===== src/rtl/alu_mul_sequencer.sv =====
// Shift-add multiplier sequencer that borrows the shared ALU adder through a request/grant pair.
// Produces the low WIDTH bits of op_a*op_b, terminating as soon as the multiplier runs out of ones.
module alu_mul_sequencer #(
  parameter int unsigned WIDTH   = 32,
  parameter logic [3:0]  ADD_CTL = 4'd2
) (
  input  logic             i_clk,
  input  logic             i_rst,
  input  logic             i_start,
  input  logic [WIDTH-1:0] i_op_a,
  input  logic [WIDTH-1:0] i_op_b,
  output logic             o_busy,
  output logic             o_done,
  output logic [WIDTH-1:0] o_result,
  output logic             o_alu_req,
  input  logic             i_alu_grant,
  output logic [3:0]       o_alu_ctl,
  output logic [WIDTH-1:0] o_alu_a,
  output logic [WIDTH-1:0] o_alu_b,
  input  logic [WIDTH-1:0] i_alu_out
);

  typedef enum logic [1:0] {
    StIdle,
    StRun,
    StDone
  } state_t;

  state_t           r_state;
  logic [WIDTH-1:0] r_acc;
  logic [WIDTH-1:0] r_mcand;
  logic [WIDTH-1:0] r_mplier;
  logic [WIDTH-1:0] r_result;
  logic             r_busy;
  logic             r_done;

  logic             w_mplier_zero;

  assign w_mplier_zero = (r_mplier == '0);

  always_ff @(posedge i_clk) begin
    if (i_rst) begin
      r_state  <= StIdle;
      r_acc    <= '0;
      r_mcand  <= '0;
      r_mplier <= '0;
      r_result <= '0;
      r_busy   <= 1'b0;
      r_done   <= 1'b0;
    end else begin
      r_done <= 1'b0;
      case (r_state)
        StIdle: begin
          if (i_start) begin
            r_acc    <= '0;
            r_mcand  <= i_op_a;
            r_mplier <= i_op_b;
            r_state  <= StRun;
            r_busy   <= 1'b1;
          end
        end
        StRun: begin
          if (w_mplier_zero) begin
            r_result <= r_acc;
            r_state  <= StDone;
            r_done   <= 1'b1;
          end else if (i_alu_grant) begin
            // The ALU always computes acc + mcand; only commit it when this multiplier bit is set.
            if (r_mplier[0]) begin
              r_acc <= i_alu_out;
            end
            r_mcand  <= r_mcand << 1;
            r_mplier <= r_mplier >> 1;
          end
        end
        StDone: begin
          r_state <= StIdle;
          r_busy  <= 1'b0;
        end
        default: begin
          r_state <= StIdle;
          r_busy  <= 1'b0;
        end
      endcase
    end
  end

  // Request depends on registers only, so the arbiter never sees a loop through grant.
  assign o_alu_req = (r_state == StRun) && !w_mplier_zero;
  assign o_alu_ctl = ADD_CTL;
  assign o_alu_a   = r_acc;
  assign o_alu_b   = r_mcand;
  assign o_busy    = r_busy;
  assign o_done    = r_done;
  assign o_result  = r_result;

endmodule


===== config.mk =====
export PLATFORM = sky130hd
export DESIGN_NAME = alu_mul_sequencer
export DESIGN_NICKNAME = d
export VERILOG_FILES = /design/src/rtl/alu_mul_sequencer.sv
export SDC_FILE = /design/constraint.sdc
export NUM_CORES = 1
export LEC_CHECK = 0
export CAP_MARGIN = 20
export CORE_UTILIZATION = 25
export DETAILED_ROUTE_END_ITERATION = 10
export GPL_TIMING_DRIVEN = 0
export HOLD_SLACK_MARGIN = 0.12
export SYNTH_ARGS = -nofsm -noshare
export SYNTH_HDL_FRONTEND = slang
export SYNTH_SLANG_ARGS = --single-unit

===== constraint.sdc =====
create_clock -name i_clk -period 1.6 [get_ports i_clk]
set_clock_uncertainty 0.05 [all_clocks]
set_input_delay 0.16 -clock i_clk [delete_from_list [all_inputs] [get_ports i_clk]]
set_output_delay 0.16 -clock i_clk [all_outputs]
set_load 0.05 [all_outputs]

Word level (Yosys, flattened, before mapping)
Cells that the tools add are included.
{ "classes": {"n_eq_ne": 6, "muxes": 19, "n_bitwise": 1, "reduce_logical": 11} }
{ "ops": {"columns": ["cell", "count"], "rows": [
  ["$mux 32", 10],
  ["$pmux 32 s2", 3],
  ["$logic_not 32->1", 1],
  ["$ne 2x2->1 const B", 5],
  ["$reduce_and 2->1", 3],
  ["$reduce_and 5->1", 1],
  ["$mux 2", 2],
  ["$pmux 2 s2", 1],
  ["$reduce_and 4->1", 1],
  ["$eq 2x1->1 const B", 1],
  ["$logic_not 2->1", 1],
  ["$mux 1", 2],
  ["$pmux 1 s2", 1],
  ["$reduce_bool 2->1", 1],
  ["$reduce_or 2->1", 1],
  ["$logic_and 1x1->1", 1],
  ["$logic_not 1->1", 1],
  ["$not 1->1", 1]
]} }
{ "totals": {"register_bits": 132, "input_bits": 100, "output_inout_bits": 103, "word_cells": 44} }

Longest topological paths before layout
Gate-level depths: netlist of run 1.
{ "depth": {"ltp_word": 4, "mapped_depth": 7} }

Worst setup path after synthesis of run 1
OpenSTA, ideal clock, no wires.
{ "synth_timing": {"kind": "register to output", "from": "register r_state[1]", "to": "output o_alu_req", "arrival_time_ns": 1.648, "path_slack_ns": -0.258, "path_stages_with_launch": 6, "n_path_buf": 3, "path_cell_list": "dfxtp_1 nand2b_1 buf_2 clkbuf_1 clkbuf_1 nor2_1"} }
{ "synth_between": {"elab_chain_cells": 2} }
{ "synth_rtl": {"columns": ["item", "line_no", "text"], "rows": [
  ["start, declared", "29", "state_t r_state;"],
  ["start signal, assigned", "43", "r_state <= StIdle;"],
  ["start signal, assigned", "58", "r_state <= StRun;"],
  ["start signal, assigned", "65", "r_state <= StDone;"],
  ["$eq 2x1->1", "89", "assign o_alu_req = (r_state == StRun) && !w_mplier_zero;"],
  ["$logic_and 1x1->1", "89", null],
  ["end, declared", "15", "output logic o_alu_req,"]
]} }
Every way passes these cells.

Worst setup path after layout of run 1
{ "layout_timing": {"from": "register r_mplier[5]", "to": "output o_alu_req"} }
{ "layout_between": {"elab_chain_cells": 3} }
{ "layout_rtl": {"columns": ["item", "line_no", "text"], "rows": [
  ["start, declared", "32", "logic [WIDTH-1:0] r_mplier;"],
  ["start signal, assigned", "57", "r_mplier <= i_op_b;"],
  ["start signal, assigned", "73", "r_mplier <= r_mplier >> 1;"],
  ["$logic_not 32->1", "39", "assign w_mplier_zero = (r_mplier == '0);"],
  ["$logic_not 1->1", "89", null],
  ["$logic_and 1x1->1", "89", null]
]} }
Every way passes these cells.

==> impl_metrics.yaml, run 1 <==
status:
  outcome: "finished with violations"
  violations: "negative setup slack"
clocking:
  cts_sinks: 132
  cts_buffers: 17
  clk_path_buf_depth: 2
  htree_num_levels: 4
  cts_hold_buf: 0
  cts_root_buf: "clkbuf_16"
  cts.clk_slew.worst_paths_ps: 60
  cts_tree: "done"
  clk-insertion-delay-late_ps: 420
logic_synthesis:
  yosysSeqAreaShare: 0.3973
  synth_area_leaders: "dfxtp_1 40%, nand4_1 6.1%, a21oi_1 5.0%"
  synth_warnings: 0
  synth_top_area_cell: "dfxtp_1"
  synth_seq_cells: 132
  synth_top_area_frac: 0.3973
  synth_fa_ha_area_frac: 0
  synth_xor_area_frac: 0
  muxShareOfSynthArea: 0.1087
  synth.distinct_cells: 37
  synth_area_um2: 6651
  synth_edf_count: 0
  synth_compound_area_frac: 0.2447
  synthFlopType: "dfxtp_1"
  yosys.area_share.simple: 0.1670
  avgSynthCellArea_um2: 8.752
  syn_inst: 760
  synth_top_family_by_area: "compound AO/OA/AOI/OAI gates"
  ys_async_sr_fraction: 0
timing:
  tns_ps: -19810
  finalMaxSlewViolations: 0
  finalSetupViolations: 100
  period_minus_slack_ps: 2059
  slew_headroom: 0.4493
  fin_crit_sh: 1.287
  max_freq_mhz: 485.8
  tightest_slew_ps: 826.0
  rsz0062_at_grt: "true"
  fin_ws_ps: -458.5
  hold_viol: 0
setup_path:
  crit_fanout: 3
  worstSetupPathType: "reg2out"
  cp_slowest_cell: "dfxtp_2"
  crit_path_cell_trace: "nor4_4 > nand4_1 > buf_6 > nor2_4 > buf_8 > nor2_4 > buf_8"
  worst_ep_arrival_time_ps: 1850
  slowest_delay_ps: 340
  required_ps: 1390
  crit_path_start_kind: "flop"
  cp-end-kind: "primary output"
power_and_ir_drop:
  p_leak_nw: 4.241
  vdd_ir_drop_max_mv: 0.5487
  total_power_mw: 10.26
  power_density_nw_per_um2: 936.4
detailed_routing:
  drc: 0
  drtIter0Drc: 338
  routed-via-count: 6853
  ant_nets: 0
  routedWlPerCell_um: 18.18
  vias_per_cell: 5.028
  wirelength_mm: 24.77
  first_pass_iters: 4
global_routing:
  overflow: 0
  grt_pass1_vias: 6634
  grt.total_usage: 0.1739
  antenna_found_initial: 0
  grt_max_degree: 17
  grt_pass1_wl_mm: 36.66
placed_design:
  gp_congestion: 0.7989
  dp_cells: 1294
  io_buffers: 197
  dp_hpwl_mm: 16.40
cells_and_area:
  drive_gt1_frac: 0.2668
  area_growth_pct: 64.80
  fin_util: 0.4207
  fin_cells: 1363
  fillers: 2567
  nNetsFinal: 1114
flow_run:
  max_cap_violations: 0
floorplanning:
  die_y_um: 165.1
  start_util: 0.2552
  dieArea_um2: 27260
  core_area_um2: 26060
  rows: 59
  fp.dieW_um: 165.1
  ioPinCount: 203
min_path:
  min-delay-path-class: "in2reg"
==> layout make-up <==
cell class                 count  area, um^2  share of cell area
antenna                        1       2.502           0.0002283
buffer                        85       782.0             0.07134
clock buffer                  17       425.4             0.03881
clock inverter                15       173.9             0.01587
inverter                      33       123.9             0.01130
multi-input combinational    511        4023              0.3670
sequential                   132        2665              0.2431
tap                          335       419.2             0.03824
timing repair buffer         234        2347              0.2141
==> layer usage <==
layer,up-vias,routed length (um),global-route usage
met5,-,0,0
met4,0,353,0.05046
met3,25,1560,0.04520
met2,198,11360,0.2731
met1,3303,11500,0.2328
li1,3327,-,-
==> worst max-delay path: cells and delay by family (launching register included) <==
| kind | cells | cell delay (ps) |
|---|---|---|
| buffers and inverters | 3 | 430 |
| DFF | 1 | 340 |
| and+or+nand+nor | 4 | 650 |
==> placed cells by master (no fill, tap or decap), types with 14 or more instances in the layout <==
cell type        instances
clkdlybuf4s50_1         98
clkbuf_1                16
a21oi_1                 58
nor2_1                  34
mux2_2                  18
clkbuf_2                38
o221ai_1                17
dlygate4sd2_1           39
dfxtp_2                 15
a21o_1                  31
inv_1                   33
clkdlybuf4s15_1         39
buf_4                   30
a22oi_1                 32
and2_1                  31
nand2_1                 63
o31ai_4                 26
clkbuf_16               31
nand4_1                 65
o221ai_2                14
mux2i_1                 30
mux2_4                  14
dfxtp_1                116
o22ai_1                 31
==> where the power goes <==
| part | internal [mW] | switching [mW] |
|---|---|---|
| combinational | 1.12 | 1.34 |
| clock | 2.34 | 1.70 |
| sequential | 3.51 | 0.251 |
| total | 6.97 | 3.29 |
==> synth_stat cells (3+ instances only) <==
cell and count:
dfxtp_1 132, mux2_2 18, inv_1 33, a21o_1 32
clkbuf_1 58, o221ai_2 13, o221ai_1 18, nor2_1 36
nor4_1 8, o31ai_1 32, mux2i_1 31, buf_4 6
and2_1 31, nand4_1 65, nand2_1 63, and4_1 3
a22oi_1 32, mux2_4 14, buf_6 4, a21oi_1 66
buf_2 14, o22ai_1 31
==> worst paths after layout <==
| path | start | end | slack [ps] | cells after the start |
|---|---|---|---|---|
| max | r_mplier[5] | o_alu_req | -460 | 7 |
| min | i_alu_out[5] | o_alu_a[5] | 310 | 3 |
| max reg2reg | r_mplier[5] | o_result[5] | -350 | 8 |
| min reg2reg | o_result[30] | o_result[30] | 430 | 2 |
==> state kept, by name, indices dropped and copies added (netlist names) <==
signal    cells
o_alu_b      32
o_done        1
o_alu_a      32
o_busy        1
r_state       2
r_mplier     32
o_result     32
==> timing repair <==
item                                    CTS  global route
pin swaps                                56            26
cloned                                    4             7
endpoints found under the setup margin  230           180
resized for setup                       286           152
buffers inserted                         12            15
==> kinds of logic (layout without fill, tap and decap cells) <==
group,after synthesis,count (layout)
AOI/OAI and AO/OA,228,228
and+or+nand+nor,216,216
DFF,132,132
buffers and inverters,119,384
muxes,63,63
other,2,5
==> per-stage QoR <==
step	worst slack, ps	hold WS (ps)	instance area, um^2
after floorplan	-45.10	258.3	6689
after global placement	-1437	404.4	9080
after detailed placement	-1422	410.6	9080
after CTS	-438.5	290.4	10470
after global routing	-520.8	313.1	10960
final	-458.5	306.2	10960
(Power assumes the default switching activity.)
==> inputs of run 2 (changes only) <==
Settings changed: PLACE_DENSITY set to 0.6, SETUP_SLACK_MARGIN set to 0.2.
==> run 2 against run 1 <==
Compared with the run above: the run still ends with negative setup slack left; critical path depth stayed put; power is 0.95% lower; clock power is 1% lower; largest cell class unchanged; sequential cell count stayed put; register-to-register slack better by 30 ps.
==> impl_metrics.yaml, run 2 (same netlist as run 1, synthesis figures left out) <==
floorplanning:
  dieArea_um2: 27260
  die_y_um: 165.1
  rows: 59
  ioPinCount: 203
  fp.dieW_um: 165.1
  core_area_um2: 26060
  start_util: 0.2552
setup_path:
  crit_path_start_kind: "flop"
  r2r_setup_slack_ps: -320
  cp-end-kind: "primary output"
  worstSetupPathType: "reg2out"
  worst_ep_arrival_time_ps: 1780
  crit_fanout: 3
  required_ps: 1390
  ff2ff_path_depth: 7
clocking:
  cts.clk_slew.worst_paths_ps: 70
  clk_path_buf_depth: 2
  htree_num_levels: 4
  cts_sinks: 132
  cts_buffers: 17
  cts_tree: "done"
  clk-insertion-delay-late_ps: 410
  cts_root_buf: "clkbuf_16"
placed_design:
  dp_hpwl_mm: 16.42
  gp_congestion: 0.7375
  io_buffers: 197
  dp_slack_ps: -1333
detailed_routing:
  met2_length_mm: 11.52
  ant_nets: 0
  routed-via-count: 6724
  route.met3.wl_mm: 1.132
  drtIter0Drc: 390
  first_pass_iters: 4
  drc: 0
  highest_layer: "met4"
  vias_per_cell: 4.962
  wl_met1_mm: 11.35
  wirelength_mm: 24.40
  routedWlPerCell_um: 18.00
power_and_ir_drop:
  p_sw_frac: 0.3321
  p_comb_frac: 0.238
  vdd_ir_drop_max_mv: 0.5767
  p_leak_nw: 4.079
  total_power_mw: 10.17
  seqPwrFrac: 0.369
  p_clk_frac: 0.393
  power_density_nw_per_um2: 955.4
  switchingPower_mw: 3.376
  intPower_mw: 6.791
timing:
  period_minus_slack_ps: 1994
  max_freq_mhz: 501.6
  rsz0062_at_grt: "true"
  finalSetupViolations: 132
  fin_crit_sh: 1.246
  hold_viol: 0
  slew_headroom: 0.4528
  finalMaxSlewViolations: 0
  tightest_slew_ps: 820.7
  fin_ws_ps: -393.6
cells_and_area:
  drive_gt1_frac: 0.3608
  fillers: 2618
  area_growth_pct: 59.99
  most-common-layout-cells: "120 x dfxtp_1, 98 x clkdlybuf4s50_1, 90 x buf_2"
  seq_area_um2: 2660
  multi_input_area_um2: 4168
  diodes: 0
  layout_commonest_cell: "dfxtp_1"
  nNetsFinal: 1107
global_routing:
  overflow: 0
  grt.total_usage: 0.1724
  antenna_found_initial: 0
  grt_pass1_vias: 6417
  grt_pass1_wl_mm: 36.36
  grt_max_degree: 17
status:
  violations: "negative setup slack"
  outcome: "finished with violations"
min_path:
  timing.hold.worst_path_depth: 3
  min-delay-path-class: "in2reg"
flow_run:
  max_cap_violations: 0
-- run 2: worst max-delay path: stages, from the launching register on --
cell,delay (ps)
dfxtp_2,340
nor4_4,310
nand4_1,130
buf_4,170
nor2_4,130
buf_8,110
nor2_2,30
buf_6,150
-- run 2: metrics by stage --
stage / cell area [um^2] / hold slack, ps / utilization / cells / TNS (ps)
after CTS: 10260 / 286.1 / 0.3939 / 1349 / -19940
final: 10640 / 310.9 / 0.4084 / 1355 / -21430
after global placement: 9239 / 401.2 / 0.3545 / 1294 / -66880
after detailed placement: 9239 / 410.2 / 0.3545 / 1294 / -68280
after floorplan: 6848 / 254.4 / - / 762 / -1644
after global routing: 10640 / 307.1 / 0.4084 / 1355 / -31310
-- run 2: power by group through the flow --
stage	clock network (mW)	logic, mW	registers (mW)
after CTS	4.08	2.30	3.74
final	4.00	2.42	3.75
after floorplan	0	1.05	4.12
after global routing	4.19	2.58	3.78
after detailed placement	0	2.17	3.79
after global placement	0	2.16	3.79
-- run 2: final cells by class --
cell class	count	share of cell area
Buffer	86	0.07207
Multi-Input combinational cell	511	0.3917
Inverter	33	0.01164
Tap cell	335	0.03939
Clock buffer	17	0.03998
Sequential cell	132	0.2500
Clock inverter	15	0.01481
Timing Repair Buffer	226	0.1805
-- run 2: what timing repair did --
item                                    CTS  global route
pin swaps                                39            61
endpoints found under the setup margin  230           150
gates cloned                              6             2
resized for setup                       574           134
buffers inserted                         17             4
hold buffers                              0             0
-- run 2: routing by layer --
layer | vias to the layer above | track usage
li1 | 3324 | -
met1 | 3207 | 0.2361
met2 | 172 | 0.2735
met3 | 21 | 0.03147
met4 | 0 | 0.05088
met5 | - | 0
-- run 2: worst paths after layout --
check,start,to
worst max-delay path,r_mplier[21],o_alu_req
worst min register to register,o_result[30],o_result[30]
worst max register to register,r_mplier[13],o_result[30]
worst min-delay path,i_alu_out[7],o_alu_a[7]
==> inputs of run 3 (changes only) <==
Settings changed: PLACE_DENSITY 0.6 to 0.48.
==> run 3 against run 2 <==
Compared with the run above: the run still ends with negative setup slack left; setup slack worse by 18 ps; non-clock buffer count grew 7; maximum frequency shrank 0.88%; cell count rose by 0.52%.
==> impl_metrics.yaml, run 3 (same netlist as run 1, synthesis figures left out) <==
setup_path:
  r2r_start: "r_mplier[13]"
  cp-startpoint: "r_mplier[15]"
  crit_fanout: 3
  worst_ep_arrival_time_ps: 1800
  cp-end-kind: "primary output"
  required_ps: 1390
  crit_path_start_kind: "flop"
  cp_slowest_cell: "dfxtp_2"
  slowest_delay_ps: 340
  crit_path_cell_trace: "nor4_4 > nand4_1 > buf_6 > nor2_4 > buf_8 > nor2_2 > buf_6"
  r2r_setup_slack_ps: -400
  worstSetupPathType: "reg2out"
  cp_top_family: "simple AND/OR/NAND/NOR gates"
  path_common_cell: "buf_6"
  worst-path-buf-inv: 3
flow_run:
  max_cap_violations: 0
min_path:
  holdCritStartpoint: "i_op_b[31]"
  min-delay-path-class: "in2reg"
global_routing:
  antenna_found_initial: 2
  grt_pass1_vias: 6681
  grt_max_degree: 17
  grt.total_usage: 0.1802
  grt_pass1_wl_mm: 37.80
  overflow: 0
detailed_routing:
  routed-via-count: 6844
  routedWlPerCell_um: 18.61
  ant_nets: 0
  wirelength_mm: 25.35
  drc: 0
  vias_per_cell: 5.025
  first_pass_iters: 4
  drtIter0Drc: 399
power_and_ir_drop:
  seqPwrFrac: 0.377
  intPower_mw: 6.652
  p_comb_frac: 0.243
  p_clk_frac: 0.379
  total_power_mw: 9.971
  vdd_ir_drop_max_mv: 0.4951
  p_sw_frac: 0.3329
  p_leak_nw: 4.123
  power_density_nw_per_um2: 936.4
  switchingPower_mw: 3.319
clocking:
  cts.clk_slew.worst_paths_ps: 60
  cts_root_buf: "clkbuf_16"
  cts_buffers: 17
  cts_sinks: 132
  cts_tree: "done"
  clk_path_buf_depth: 2
  clk-insertion-delay-late_ps: 420
  htree_num_levels: 4
  cts_hold_buf: 0
floorplanning:
  fp.dieW_um: 165.1
  rows: 59
  dieArea_um2: 27260
  die_y_um: 165.1
  start_util: 0.2552
  core_area_um2: 26060
  ioPinCount: 203
timing:
  max_freq_mhz: 497.2
  slew_headroom: 0.5189
  fin_crit_sh: 1.257
  period_minus_slack_ps: 2011
  hold_viol: 0
  fin_ws_ps: -411.4
  rsz0062_at_grt: "true"
  finalSetupViolations: 105
  tightest_slew_ps: 721.7
  finalMaxSlewViolations: 0
cells_and_area:
  drive_gt1_frac: 0.3710
  layout_commonest_cell: "dfxtp_1"
  diodes: 0
  most-common-layout-cells: "117 x dfxtp_1, 98 x clkdlybuf4s50_1, 97 x buf_2"
  fin_util: 0.4086
  multi_input_area_um2: 4159
  area_growth_pct: 60.08
  nNetsFinal: 1114
  fin_cells: 1362
  seq_area_um2: 2664
  fillers: 2654
placed_design:
  io_buffers: 197
  dp_hpwl_mm: 16.95
  gp_congestion: 0.7403
  dp_slack_ps: -1285
  dp_cells: 1294
status:
  violations: "negative setup slack"
  outcome: "finished with violations"
## run 3: changes by cell type in the layout (fill, tap and decap cells not counted), sizes merged
cell	change
buf	+11
clkdlybuf4s15	-5
clkdlybuf4s18	-2
clkinv	+2
bufinv	-1
clkbuf	+4
inv	-4
clkinvlp	+2
## run 3: worst paths after layout
kind                                     end  cells after the start
worst max register to register    o_alu_b[0]                      8
worst min-delay path            r_mplier[31]                      3
worst max-delay path               o_alu_req                      7
worst min register to register   o_result[3]                      2
## run 3: cell type report
type                            count  share of cell area
Multi-Input combinational cell    511              0.3906
Buffer                             86             0.07227
Timing Repair Buffer              233              0.1835
Clock buffer                       18             0.04125
Sequential cell                   132              0.2502
Tap cell                          335             0.03937
Inverter                           33             0.01163
Clock inverter                     14             0.01116
## run 3: metrics by stage
| step | area [um^2] | hold WS, ps | setup TNS [ps] |
|---|---|---|---|
| global route | 10650 | 278.5 | -33290 |
| floorplan | 6848 | 254.4 | -1644 |
| finish | 10650 | 261.0 | -23680 |
| detailed placement | 9239 | 408.1 | -64430 |
| global placement | 9239 | 400.6 | -64880 |
| CTS | 10150 | 256.4 | -18360 |
## run 3: worst min-delay path, delay by kind of cell
| kind | cells | cell delay [ps] |
|---|---|---|
| buffers and inverters | 1 | 400 |
| AND/OR/NAND/NOR | 1 | 70 |
| AO/OA/AOI/OAI | 1 | 60 |
## run 3: repair_timing
| action | CTS | global route |
|---|---|---|
| gates cloned | 4 | 4 |
| pin swaps | 14 | 56 |
| gates resized for setup | 544 | 182 |
| buffers inserted | 24 | 4 |
| setup endpoints to repair | 230 | 149 |
## run 3: metal layers
metal / global-route usage / share of wire / vias up
met5: 0 / 0.0011 / -
met4: 0.03753 / 0.0070 / 4
li1: - / - / 3333
met3: 0.04196 / 0.052 / 17
met1: 0.2442 / 0.47 / 3319
met2: 0.2897 / 0.47 / 171
## run 3: power by group through the flow
stage / sequential, mW / combinational, mW / clock [mW]
CTS: 3.75 / 2.30 / 3.87
global route: 3.79 / 2.60 / 4.00
floorplan: 4.12 / 1.05 / 0
global placement: 3.80 / 2.17 / 0
detailed placement: 3.80 / 2.17 / 0
finish: 3.76 / 2.43 / 3.78
